## src/rtl/fx2_pkg.sv

```systemverilog
`default_nettype none
// ============================================================================
//  Module      : fx2_pkg
//  Description : Shared constants for the FX2LP slave-FIFO scheduler.
//                Contents: one-hot state encoding, channel indices, FX2
//                endpoint addresses, grant encoding and small channel helpers.
//  Revision    : 1.0 - initial release
// ============================================================================
package fx2_pkg;

  // One-hot scheduler states. SAMPLE is the final strobe-low cycle, in which
  // a read captures the bus.
  localparam int STATE_W = 6;
  localparam logic [STATE_W-1:0] ST_IDLE    = 6'b000001;
  localparam logic [STATE_W-1:0] ST_TURN    = 6'b000010;
  localparam logic [STATE_W-1:0] ST_ADDR    = 6'b000100;
  localparam logic [STATE_W-1:0] ST_STROBE  = 6'b001000;
  localparam logic [STATE_W-1:0] ST_SAMPLE  = 6'b010000;
  localparam logic [STATE_W-1:0] ST_RELEASE = 6'b100000;

  // Channel indices, also used as request bit positions for the arbiter.
  localparam logic [1:0] CH_EP2 = 2'd0;
  localparam logic [1:0] CH_EP4 = 2'd1;
  localparam logic [1:0] CH_EP6 = 2'd2;

  // FX2 FIFOADDR values.
  localparam logic [1:0] FIFOADDR_EP2 = 2'b00;
  localparam logic [1:0] FIFOADDR_EP4 = 2'b01;
  localparam logic [1:0] FIFOADDR_EP6 = 2'b10;

  // Encoding of the grant output.
  localparam logic [1:0] GRANT_NONE = 2'd0;
  localparam logic [1:0] GRANT_EP2  = 2'd1;
  localparam logic [1:0] GRANT_EP4  = 2'd2;
  localparam logic [1:0] GRANT_EP6  = 2'd3;

  function automatic logic [1:0] ch_fifoaddr(input logic [1:0] ch);
    case (ch)
      CH_EP2:  return FIFOADDR_EP2;
      CH_EP4:  return FIFOADDR_EP4;
      default: return FIFOADDR_EP6;
    endcase
  endfunction

  function automatic logic [1:0] ch_grant(input logic [1:0] ch);
    case (ch)
      CH_EP2:  return GRANT_EP2;
      CH_EP4:  return GRANT_EP4;
      default: return GRANT_EP6;
    endcase
  endfunction

  // Next channel in round-robin order: EP2 -> EP4 -> EP6 -> EP2.
  function automatic logic [1:0] ch_next(input logic [1:0] ch);
    return (ch == CH_EP6) ? CH_EP2 : ch + 2'd1;
  endfunction

  function automatic logic ch_is_write(input logic [1:0] ch);
    return ch == CH_EP6;
  endfunction

endpackage
`default_nettype wire

```

## src/rtl/fx2_rr_arbiter.sv

```systemverilog
`default_nettype none
// ============================================================================
//  Module      : fx2_rr_arbiter
//  Description : Three-request round-robin arbiter. The search starts at the
//                pointer; when advance is high the pointer moves to the
//                channel after the one currently granted.
//  Ports       : clk, reset_n (async, active-low)
//                req[2:0]   request per channel index
//                advance    commit the current grant and rotate the pointer
//                gnt_valid  some request is present
//                gnt_ch     selected channel index
//  Revision    : 1.0 - initial release
// ============================================================================
module fx2_rr_arbiter
  import fx2_pkg::*;
(
  input  logic       clk,
  input  logic       reset_n,
  input  logic [2:0] req,
  input  logic       advance,
  output logic       gnt_valid,
  output logic [1:0] gnt_ch
);

  logic [1:0] ptr_q, ptr_d;
  logic [1:0] c0, c1, c2;

  always_comb begin
    c0        = ptr_q;
    c1        = ch_next(c0);
    c2        = ch_next(c1);
    gnt_valid = 1'b1;
    if (req[c0])      gnt_ch = c0;
    else if (req[c1]) gnt_ch = c1;
    else if (req[c2]) gnt_ch = c2;
    else begin
      gnt_ch    = c0;
      gnt_valid = 1'b0;
    end
    ptr_d = (advance && gnt_valid) ? ch_next(gnt_ch) : ptr_q;
  end

  always_ff @(posedge clk or negedge reset_n) begin
    if (!reset_n) ptr_q <= CH_EP2;
    else          ptr_q <= ptr_d;
  end

endmodule
`default_nettype wire

```

## src/rtl/fx2_fifo_sched.sv

```systemverilog
`default_nettype none
// ============================================================================
//  Module      : fx2_fifo_sched
//  Description : Scheduler/arbiter for the FX2LP asynchronous slave-FIFO bus.
//                Shares usb_fd among EP2 read, EP4 read and EP6 write with
//                round-robin grants, bounded bursts and full strobe timing.
//  Ports       : clk, reset_n (async, active-low), en
//                usb_flaga/b/c  FX2 flags (async): EP2/EP4 not empty, EP6 not full
//                usb_slcs/slrd/slwr/sloe, usb_fifoaddr  FX2 controls
//                usb_fd_i/usb_fd_o/usb_fd_oe  bus sample, drive, tri-state enable
//                rx2/rx4_ready, rx_data, rx2/rx4_valid  read streams
//                tx_data, tx_valid, tx_ready  write stream
//                busy, grant, cnt2/cnt4/cnt6  status
//  Revision    : 1.0 - initial release
// ============================================================================
module fx2_fifo_sched
  import fx2_pkg::*;
#(
  parameter int SETUP     = 2,
  parameter int STROBE    = 4,
  parameter int HOLD      = 4,
  parameter int TURN      = 2,
  parameter int BURST_MAX = 16,
  parameter int CNT_W     = 16
) (
  input  logic             clk,
  input  logic             reset_n,
  input  logic             en,
  input  logic             usb_flaga,
  input  logic             usb_flagb,
  input  logic             usb_flagc,
  output logic             usb_slcs,
  output logic             usb_slrd,
  output logic             usb_slwr,
  output logic             usb_sloe,
  output logic [1:0]       usb_fifoaddr,
  input  logic [15:0]      usb_fd_i,
  output logic [15:0]      usb_fd_o,
  output logic             usb_fd_oe,
  input  logic             rx2_ready,
  input  logic             rx4_ready,
  output logic [15:0]      rx_data,
  output logic             rx2_valid,
  output logic             rx4_valid,
  input  logic [15:0]      tx_data,
  input  logic             tx_valid,
  output logic             tx_ready,
  output logic             busy,
  output logic [1:0]       grant,
  output logic [CNT_W-1:0] cnt2,
  output logic [CNT_W-1:0] cnt4,
  output logic [CNT_W-1:0] cnt6
);

  localparam int TMR_W   = 8;
  localparam int BURST_W = $clog2(BURST_MAX + 1);
  // With a one-cycle strobe the whole strobe is the sampling cycle.
  localparam logic [STATE_W-1:0] ST_FIRST_STRB = (STROBE > 1) ? ST_STROBE : ST_SAMPLE;

  logic [2:0]         flag_meta_q, flag_meta_d, flag_sync_q, flag_sync_d;
  logic [2:0]         eligible;
  logic               arb_valid, arb_advance;
  logic [1:0]         arb_ch;

  logic [STATE_W-1:0] state_q, state_d;
  logic [TMR_W-1:0]   timer_q, timer_d;
  logic [BURST_W-1:0] burst_q, burst_d;
  logic [1:0]         ch_q, ch_d;
  logic               last_wr_q, last_wr_d;
  logic               slrd_q, slrd_d, slwr_q, slwr_d, sloe_q, sloe_d;
  logic               fd_oe_q, fd_oe_d, busy_q, busy_d;
  logic [1:0]         fifoaddr_q, fifoaddr_d, grant_q, grant_d;
  logic [15:0]        fd_o_q, fd_o_d, rx_data_q, rx_data_d;
  logic               rx2_valid_q, rx2_valid_d, rx4_valid_q, rx4_valid_d;
  logic               tx_ready_q, tx_ready_d;
  logic [CNT_W-1:0]   cnt2_q, cnt2_d, cnt4_q, cnt4_d, cnt6_q, cnt6_d;
  logic               wr_d, active_d, strobe_d;

  always_comb begin
    flag_meta_d = {usb_flagc, usb_flagb, usb_flaga};
    flag_sync_d = flag_meta_q;
  end

  assign eligible = flag_sync_q & {tx_valid, rx4_ready, rx2_ready};

  fx2_rr_arbiter u_arb (
    .clk       (clk),
    .reset_n   (reset_n),
    .req       (eligible),
    .advance   (arb_advance),
    .gnt_valid (arb_valid),
    .gnt_ch    (arb_ch)
  );

  always_comb begin
    state_d     = state_q;
    timer_d     = timer_q + 1'b1;
    burst_d     = burst_q;
    ch_d        = ch_q;
    last_wr_d   = last_wr_q;
    fd_o_d      = fd_o_q;
    rx_data_d   = rx_data_q;
    rx2_valid_d = 1'b0;
    rx4_valid_d = 1'b0;
    tx_ready_d  = 1'b0;
    cnt2_d      = cnt2_q;
    cnt4_d      = cnt4_q;
    cnt6_d      = cnt6_q;
    arb_advance = 1'b0;

    case (state_q)
      ST_IDLE: begin
        timer_d = '0;
        if (en && arb_valid) begin
          arb_advance = 1'b1;
          ch_d        = arb_ch;
          burst_d     = '0;
          last_wr_d   = ch_is_write(arb_ch);
          state_d     = (ch_is_write(arb_ch) != last_wr_q) ? ST_TURN : ST_ADDR;
        end
      end
      ST_TURN: begin
        if (timer_q == TMR_W'(TURN - 1)) begin
          state_d = ST_ADDR;
          timer_d = '0;
        end
      end
      ST_ADDR: begin
        if (timer_q == TMR_W'(SETUP - 1)) begin
          state_d = ST_FIRST_STRB;
          timer_d = '0;
        end
      end
      ST_STROBE: begin
        if (timer_q == TMR_W'(STROBE - 2)) begin
          state_d = ST_SAMPLE;
          timer_d = '0;
        end
      end
      ST_SAMPLE: begin
        // Word is committed here; its pulse and count appear in RELEASE.
        state_d = ST_RELEASE;
        timer_d = '0;
        burst_d = burst_q + 1'b1;
        if (!ch_is_write(ch_q)) rx_data_d = usb_fd_i;
        case (ch_q)
          CH_EP2: begin
            rx2_valid_d = 1'b1;
            cnt2_d      = cnt2_q + 1'b1;
          end
          CH_EP4: begin
            rx4_valid_d = 1'b1;
            cnt4_d      = cnt4_q + 1'b1;
          end
          default: begin
            tx_ready_d = 1'b1;
            cnt6_d     = cnt6_q + 1'b1;
          end
        endcase
      end
      ST_RELEASE: begin
        if (timer_q == TMR_W'(HOLD - 1)) begin
          timer_d = '0;
          if (en && eligible[ch_q] && (burst_q < BURST_W'(BURST_MAX))) state_d = ST_FIRST_STRB;
          else                                                         state_d = ST_IDLE;
        end
      end
      default: begin
        state_d = ST_IDLE;
        timer_d = '0;
      end
    endcase

    // Pin controls are registered from the next state so they switch cleanly
    // on the same edge as the state register.
    wr_d       = ch_is_write(ch_d);
    active_d   = (state_d != ST_IDLE) && (state_d != ST_TURN);
    strobe_d   = (state_d == ST_STROBE) || (state_d == ST_SAMPLE);
    slrd_d     = !(strobe_d && !wr_d);
    slwr_d     = !(strobe_d && wr_d);
    sloe_d     = !(active_d && !wr_d);
    fd_oe_d    = active_d && wr_d;
    fifoaddr_d = active_d ? ch_fifoaddr(ch_d) : fifoaddr_q;
    busy_d     = (state_d != ST_IDLE);
    grant_d    = (state_d == ST_IDLE) ? GRANT_NONE : ch_grant(ch_d);

    // Write data loads on ADDR entry, and again from the second RELEASE cycle
    // on, after the source has seen tx_ready and presented its next word.
    if (wr_d && (((state_d == ST_ADDR) && (state_q != ST_ADDR)) ||
                 ((state_q == ST_RELEASE) && (timer_q != '0))))
      fd_o_d = tx_data;
  end

  always_ff @(posedge clk or negedge reset_n) begin
    if (!reset_n) begin
      flag_meta_q <= '0;
      flag_sync_q <= '0;
      state_q     <= ST_IDLE;
      timer_q     <= '0;
      burst_q     <= '0;
      ch_q        <= CH_EP2;
      last_wr_q   <= 1'b0;
      slrd_q      <= 1'b1;
      slwr_q      <= 1'b1;
      sloe_q      <= 1'b1;
      fd_oe_q     <= 1'b0;
      fifoaddr_q  <= FIFOADDR_EP2;
      fd_o_q      <= '0;
      rx_data_q   <= '0;
      rx2_valid_q <= 1'b0;
      rx4_valid_q <= 1'b0;
      tx_ready_q  <= 1'b0;
      busy_q      <= 1'b0;
      grant_q     <= GRANT_NONE;
      cnt2_q      <= '0;
      cnt4_q      <= '0;
      cnt6_q      <= '0;
    end else begin
      flag_meta_q <= flag_meta_d;
      flag_sync_q <= flag_sync_d;
      state_q     <= state_d;
      timer_q     <= timer_d;
      burst_q     <= burst_d;
      ch_q        <= ch_d;
      last_wr_q   <= last_wr_d;
      slrd_q      <= slrd_d;
      slwr_q      <= slwr_d;
      sloe_q      <= sloe_d;
      fd_oe_q     <= fd_oe_d;
      fifoaddr_q  <= fifoaddr_d;
      fd_o_q      <= fd_o_d;
      rx_data_q   <= rx_data_d;
      rx2_valid_q <= rx2_valid_d;
      rx4_valid_q <= rx4_valid_d;
      tx_ready_q  <= tx_ready_d;
      busy_q      <= busy_d;
      grant_q     <= grant_d;
      cnt2_q      <= cnt2_d;
      cnt4_q      <= cnt4_d;
      cnt6_q      <= cnt6_d;
    end
  end

  assign usb_slcs     = 1'b0;
  assign usb_slrd     = slrd_q;
  assign usb_slwr     = slwr_q;
  assign usb_sloe     = sloe_q;
  assign usb_fifoaddr = fifoaddr_q;
  assign usb_fd_o     = fd_o_q;
  assign usb_fd_oe    = fd_oe_q;
  assign rx_data      = rx_data_q;
  assign rx2_valid    = rx2_valid_q;
  assign rx4_valid    = rx4_valid_q;
  assign tx_ready     = tx_ready_q;
  assign busy         = busy_q;
  assign grant        = grant_q;
  assign cnt2         = cnt2_q;
  assign cnt4         = cnt4_q;
  assign cnt6         = cnt6_q;

endmodule
`default_nettype wire

```

## config.mk

```make
export PLATFORM = sky130hd
export DESIGN_NAME = fx2_fifo_sched
export DESIGN_NICKNAME = d
export VERILOG_FILES = /design/src/rtl/fx2_pkg.sv /design/src/rtl/fx2_rr_arbiter.sv /design/src/rtl/fx2_fifo_sched.sv
export SDC_FILE = /design/constraint.sdc
export NUM_CORES = 1
export LEC_CHECK = 0
export CAP_MARGIN = 20
export CELL_PAD_IN_SITES_DETAIL_PLACEMENT = 1
export CELL_PAD_IN_SITES_GLOBAL_PLACEMENT = 2
export CORE_ASPECT_RATIO = 0.6
export CORE_MARGIN = 5
export CORE_UTILIZATION = 34
export DETAILED_ROUTE_END_ITERATION = 12
export HOLD_SLACK_MARGIN = 0.08
export PLACE_DENSITY = 0.85
export REMOVE_ABC_BUFFERS = 1
export SETUP_SLACK_MARGIN = 0.05
export SYNTH_ARGS = -nofsm -noshare
export SYNTH_HDL_FRONTEND = slang
export SYNTH_SLANG_ARGS = --single-unit
```

## constraint.sdc

```tcl
create_clock -name clk -period 4.8 [get_ports clk]
set_clock_uncertainty 0.2 [all_clocks]
set_input_delay 0.96 -clock clk [delete_from_list [all_inputs] [get_ports clk]]
set_output_delay 0.96 -clock clk [all_outputs]
set_load 0.02 [all_outputs]
```

==> metrics.cfg, run 1 <==
[cts]
cts_tree=built
post_cts_buffers=0
clockBufferDepth=2
hold_buffers=0
cts-root-buf=clkbuf_16
cts_resized=0
cts.sinks=122
clk_latency_ps=400
clk_pin_slew_ps=50
numCtsBuffers=17
ctsHtreeMaxLevel=4

[placement]
io_buffers=132
place.gp.congestion=0.816
dpl.hpwl_um=10000

[critical_path]
worst-setup-path-type=in -> reg
crit_required_ps=4880
arrival_ps=3320
r2r-end=usb_fd_o[2]$_DFFE_PN0P_
worstRegToRegCells=6
timing.rr.start=state_q[3]$_DFF_PN0_
cp_cell_sequence=clkdlybuf4s50_1 -> nand2_1 -> o32ai_1 -> nor2_1 -> xor2_1 -> a22oi_4 -> mux2_2
max_stage_delay_ps=630
path_max_fanout=16
critical_path.endpoint_type=register
crit_start=tx_valid
start_kind=primary input
critPathSlowestCell=a22oi_4
reg2reg_slack_ps=1840

[detailed_routing]
drtIter0Drc=165
detail_route.vias_per_cell=4.84
firstDrtPassIters=4
totalWireLength_um=13400
num_vias=3903
wire_per_inst_um=16.7
ant_nets=0
drcViolationCount=0

[sta]
max_slew_margin_pct=34.4
finalSetupTns_ps=0
period_minus_slack_ps=3230
slew_viol_final=0
max_freq_mhz=309
setup_viol=0
worstMarginPinSlew_ps=978
hold_viol_final=0
rsz0062_at_grt=false
worst_hold_slack_ps=150
period_share_pct=67.3

[logic_synthesis]
synthCells=444
postSynthAreaPerCell_um2=12.0
synth-seq-cells=122
synth-edff-count=0
synth_flop_cell=dfrtp_1
syn_area_um2=5320
synth_top_area_share_pct=55.5
synth_area_leaders=dfrtp_1, xnor2_1, mux2_2
ys_warn_count=0
synth_cell_types=55
yosys.area.top_type=dfrtp_1
seq_area_frac_synth_pct=57.5
async_flop_share_pct=100

[floorplan]
die_h_um=107
die_x_um=171
dieArea_um2=18300
initial_utilization_pct=34.7
row_count=35
pin_count=134
core_area_um2=15300

[grt]
grt_pass1_vias=4247
grt_max_degree=75
overflow=0
antenna_found_initial=1
grtUsageTotal_pct=15.1
grt_pass1_wl_um=22100

[cells_and_area]
final_cell_mix=clkdlybuf4s50_1, dfrtp_1, nand2_1, nor2_1, xnor2_1
synthToLayoutAreaGrowth_pct=40.2
num-nets-final=639
drive_above_1_share_pct=13.9
final_common_cell=clkdlybuf4s50_1

[power_and_ir_drop]
p_leak_nw=3.32
power_density_nw_per_um2=448
peakVddDrop_v=0.000245

[min_path]
hold_path.class=reg -> reg
min_path_cells=0
min_to=flag_sync_q[1]$_DFF_PN0_
worstHoldStart=flag_meta_q[1]$_DFF_PN0_

[job]
drv_cap=0

[outcome]
status=finished, final reports clean

[how the worst max path moves through the flow]
stage          cells past startpoint  slack [ps]                       to
2_1_floorplan                      6        1930  usb_fd_o[0]$_DFFE_PN0P_
4_1_cts                            7        1580  usb_fd_o[2]$_DFFE_PN0P_
5_1_grt                            7        1480  usb_fd_o[4]$_DFFE_PN0P_
3_5_place_dp                       7        1130  usb_fd_o[4]$_DFFE_PN0P_
6_report                           7        1570  usb_fd_o[2]$_DFFE_PN0P_
3_3_place_gp                       7        1260  usb_fd_o[5]$_DFFE_PN0P_
[Yosys cell counts, drive strengths merged, types with 6 or more instances]
master  number
dfrtp      118
and3        10
mux2        35
nand2       45
nor2        40
a21oi        9
nand4       13
buf          6
o21ai        7
inv         13
nand3       23
xor2        19
xnor2       35
ha           8
nand2b       8
[worst max-delay path, delay by kind of cell]
kind	cells	cell delay, ps
compound gates	2	940
buf+inv	1	520
mux	1	410
simple gates	2	250
xor+xnor	1	220
[state kept, by name, summed over array words and instances (netlist names), 2 cells and up]
name	count
cnt2	16
cnt4	16
cnt6	16
rx_data	16
usb_fd_o	16
timer_q	8
state_q	6
burst_q	5
flag_meta_q	3
flag_sync_q	3
ch_q	2
grant	2
u_arb.c0	2
usb_fifoaddr	2
[layout make-up]
class / count / area (µm²)
Antenna cell: 1 / 2.50
Fill cell: 1631 / 7870
Sequential cell: 122 / 3060
Clock buffer: 24 / 482
Tap cell: 203 / 254
Multi-Input combinational cell: 301 / 2160
Timing Repair Buffer: 135 / 1360
Inverter: 13 / 48.8
Clock inverter: 8 / 95.1
[metrics by stage]
stage               instance area, µm²  setup WS, ps  util [%]  total power [mW]  instances
global route                      7460          1480      48.7              3.51        807
finish                            7460          1570      48.7              3.34        807
global placement                  6850          1260      44.7              2.08        773
CTS                               7430          1580      48.5              3.38        805
floorplan                         5260          1930         -              1.75        436
detailed placement                6850          1130      44.7              2.11        773
[power by group]
part	switching, mW	leakage (nW)	internal, mW
clock	0.439	0.280	0.802
combinational	0.424	1.44	0.392
sequential	0.112	1.60	1.17
[kinds of logic after synthesis]
| group | after synthesis | synth area share [%] |
|---|---|---|
| xor+xnor | 54 | 8.89 |
| other cells | 1 | 0.0705 |
| simple gates | 165 | 16.2 |
| buf+inv | 21 | 2.00 |
| flops | 122 | 57.5 |
| mux | 39 | 8.87 |
| fa+ha+maj | 8 | 1.88 |
| compound gates | 34 | 4.63 |
[per-layer routing]
layer	up-vias	wire [µm]	global-route usage (%)
met5	-	0	0
met4	0	16	4.01
met3	2	1020	5.90
met2	95	6180	22.8
met1	1998	6220	20.3
li1	1808	-	-
(Power assumes the default switching activity.)
==> run 2: changes to the inputs <==
Settings changed: CORE_UTILIZATION 34 to 32, PLACE_DENSITY 0.85 to 0.8.
Clock period 4.8 ns to 3.15 ns, I/O delays scaled along.
==> metrics.cfg, run 2 (synthesis results as in run 1) <==
[power_and_ir_drop]
p_seq_share_pct=37.2
p_leak_nw=3.37
p_sw_mw=1.56
p_comb_share_pct=24.4
power_density_nw_per_um2=689
peakVddDrop_v=0.000428
p_total_mw=5.23
p_clk_share_pct=38.4
swShare_pct=29.8
intPower_mw=3.67

[floorplan]
row_count=36
die_h_um=110
core_area_um2=16300
pin_count=134
die_x_um=176
dieArea_um2=19400
initial_utilization_pct=32.7

[cts]
cts_tree=built
clk_pin_slew_ps=60
ctsHtreeMaxLevel=4
clockBufferDepth=2
cts-root-buf=clkbuf_16
numCtsBuffers=17
post_cts_buffers=0
cts.sinks=122
cts_resized=0
clk_latency_ps=400

[min_path]
worstHoldStart=flag_meta_q[1]$_DFF_PN0_
min_path_cells=0
min_to=flag_sync_q[1]$_DFF_PN0_
hold_path.class=reg -> reg

[sta]
max_slew_margin_pct=54.0
setup_slack_ps=282
rsz0062_at_grt=false
period_share_pct=91.0
worstMarginPinSlew_ps=690
period_minus_slack_ps=2870
finalSetupTns_ps=0
setup_viol=0
slew_viol_final=0
max_freq_mhz=349
worst_hold_slack_ps=159
hold_viol_final=0

[cells_and_area]
post-route-util_pct=46.7
final_cell_mix=clkdlybuf4s50_1, dfrtp_1, nand2_1, nor2_1, xnor2_1
final-seq-area_um2=3060
multi_input_area_um2=2160
final_common_cell=clkdlybuf4s50_1
num-nets-final=649
drive_above_1_share_pct=15.7
fillers=1728
antennaDiodeCount=0
synthToLayoutAreaGrowth_pct=42.7

[grt]
grtUsageTotal_pct=14.5
grt_max_degree=47
antenna_found_initial=0
grt_pass1_vias=4231
overflow=0
grt_pass1_wl_um=22300

[detailed_routing]
num_vias=3852
totalWireLength_um=13700
drcViolationCount=0
wire_per_inst_um=16.3
drtIter0Drc=130
firstDrtPassIters=4
ant_nets=0
detail_route.vias_per_cell=4.58

[critical_path]
worstRegToRegCells=6
reg2reg_slack_ps=280
worst-setup-path-type=reg -> reg
r2r-end=usb_fd_o[1]$_DFFE_PN0P_
start_kind=register
timing.rr.start=state_q[3]$_DFF_PN0_
path_max_fanout=16
critical_path.endpoint_type=register
crit_required_ps=3250
arrival_ps=2960

[placement]
place.gp.congestion=0.794
io_buffers=132
dpl.hpwl_um=10100
dp_slack_ps=-89.9

[job]
drv_cap=0

[outcome]
status=finished, final reports clean

run 2: changes by cell type in the layout (fill, tap and decap cells not counted), moves of 2 or more:
cell        delta
buf_4          +9
clkbuf_1       -3
clkbuf_8       -2
clkinv_2       -3
clkinv_4       +3
clkinvlp_4     +2
inv_6          +2
run 2: layout make-up:
type / instances / share of cell area (%)
Clock buffer: 19 / 5.83
Clock inverter: 13 / 2.23
Inverter: 13 / 0.643
Multi-Input combinational cell: 301 / 28.4
Sequential cell: 122 / 40.3
Tap cell: 228 / 3.76
Timing Repair Buffer: 145 / 18.9
run 2: metrics by stage:
step | std cells | cell area, µm²
global route | 841 | 7590
detailed placement | 808 | 6970
global placement | 808 | 6970
floorplan | 436 | 5260
finish | 841 | 7590
CTS | 841 | 7590
run 2: worst max-delay path, cell delays in order, from the launching register on:
cell and delay [ps]:
dfrtp_1 430, or4_4 610, nor3_4 250, and3_4 240, nor2_2 60, a22oi_4 540
mux2_2 410
run 2: worst max-delay path by stage:
| stage | startpoint | endpoint | cells past startpoint |
|---|---|---|---|
| finish | state_q[3]$_DFF_PN0_ | usb_fd_o[1]$_DFFE_PN0P_ | 6 |
| global placement | rx4_ready | usb_fd_o[0]$_DFFE_PN0P_ | 7 |
| floorplan | state_q[3]$_DFF_PN0_ | usb_fd_o[0]$_DFFE_PN0P_ | 6 |
| CTS | state_q[2]$_DFF_PN0_ | usb_fd_o[1]$_DFFE_PN0P_ | 6 |
| global route | state_q[2]$_DFF_PN0_ | usb_fd_o[1]$_DFFE_PN0P_ | 6 |
| detailed placement | rx4_ready | usb_fd_o[1]$_DFFE_PN0P_ | 7 |
run 2: power by group through the flow:
stage	sequential (mW)	clock [mW]	combinational [mW]
after floorplan	2.10	0	0.558
after global placement	1.96	0	1.26
after detailed placement	1.97	0	1.28
after CTS	1.95	2.06	1.30
after global routing	1.98	2.12	1.38
final	1.95	2.01	1.27
run 2: what timing repair did:
item                                    4_1_cts  5_1_grt
hold buffers                                  1        0
hold endpoints to repair                     30        0
endpoints found under the setup margin        0        0
run 2: per-layer routing:
layer | global-route usage (%) | up-vias | wire, µm
li1 | - | 1829 | -
met1 | 19.7 | 1906 | 6630
met2 | 21.8 | 114 | 5920
met3 | 6.05 | 3 | 1110
met4 | 3.31 | 0 | 48
met5 | 0 | - | 0
==> run 3: changes to the inputs <==
Settings changed: CTS_CLUSTER_DIAMETER set to 60.
==> results of run 3 <==
Final layout, timing and power as in run 2 (identical DEF).
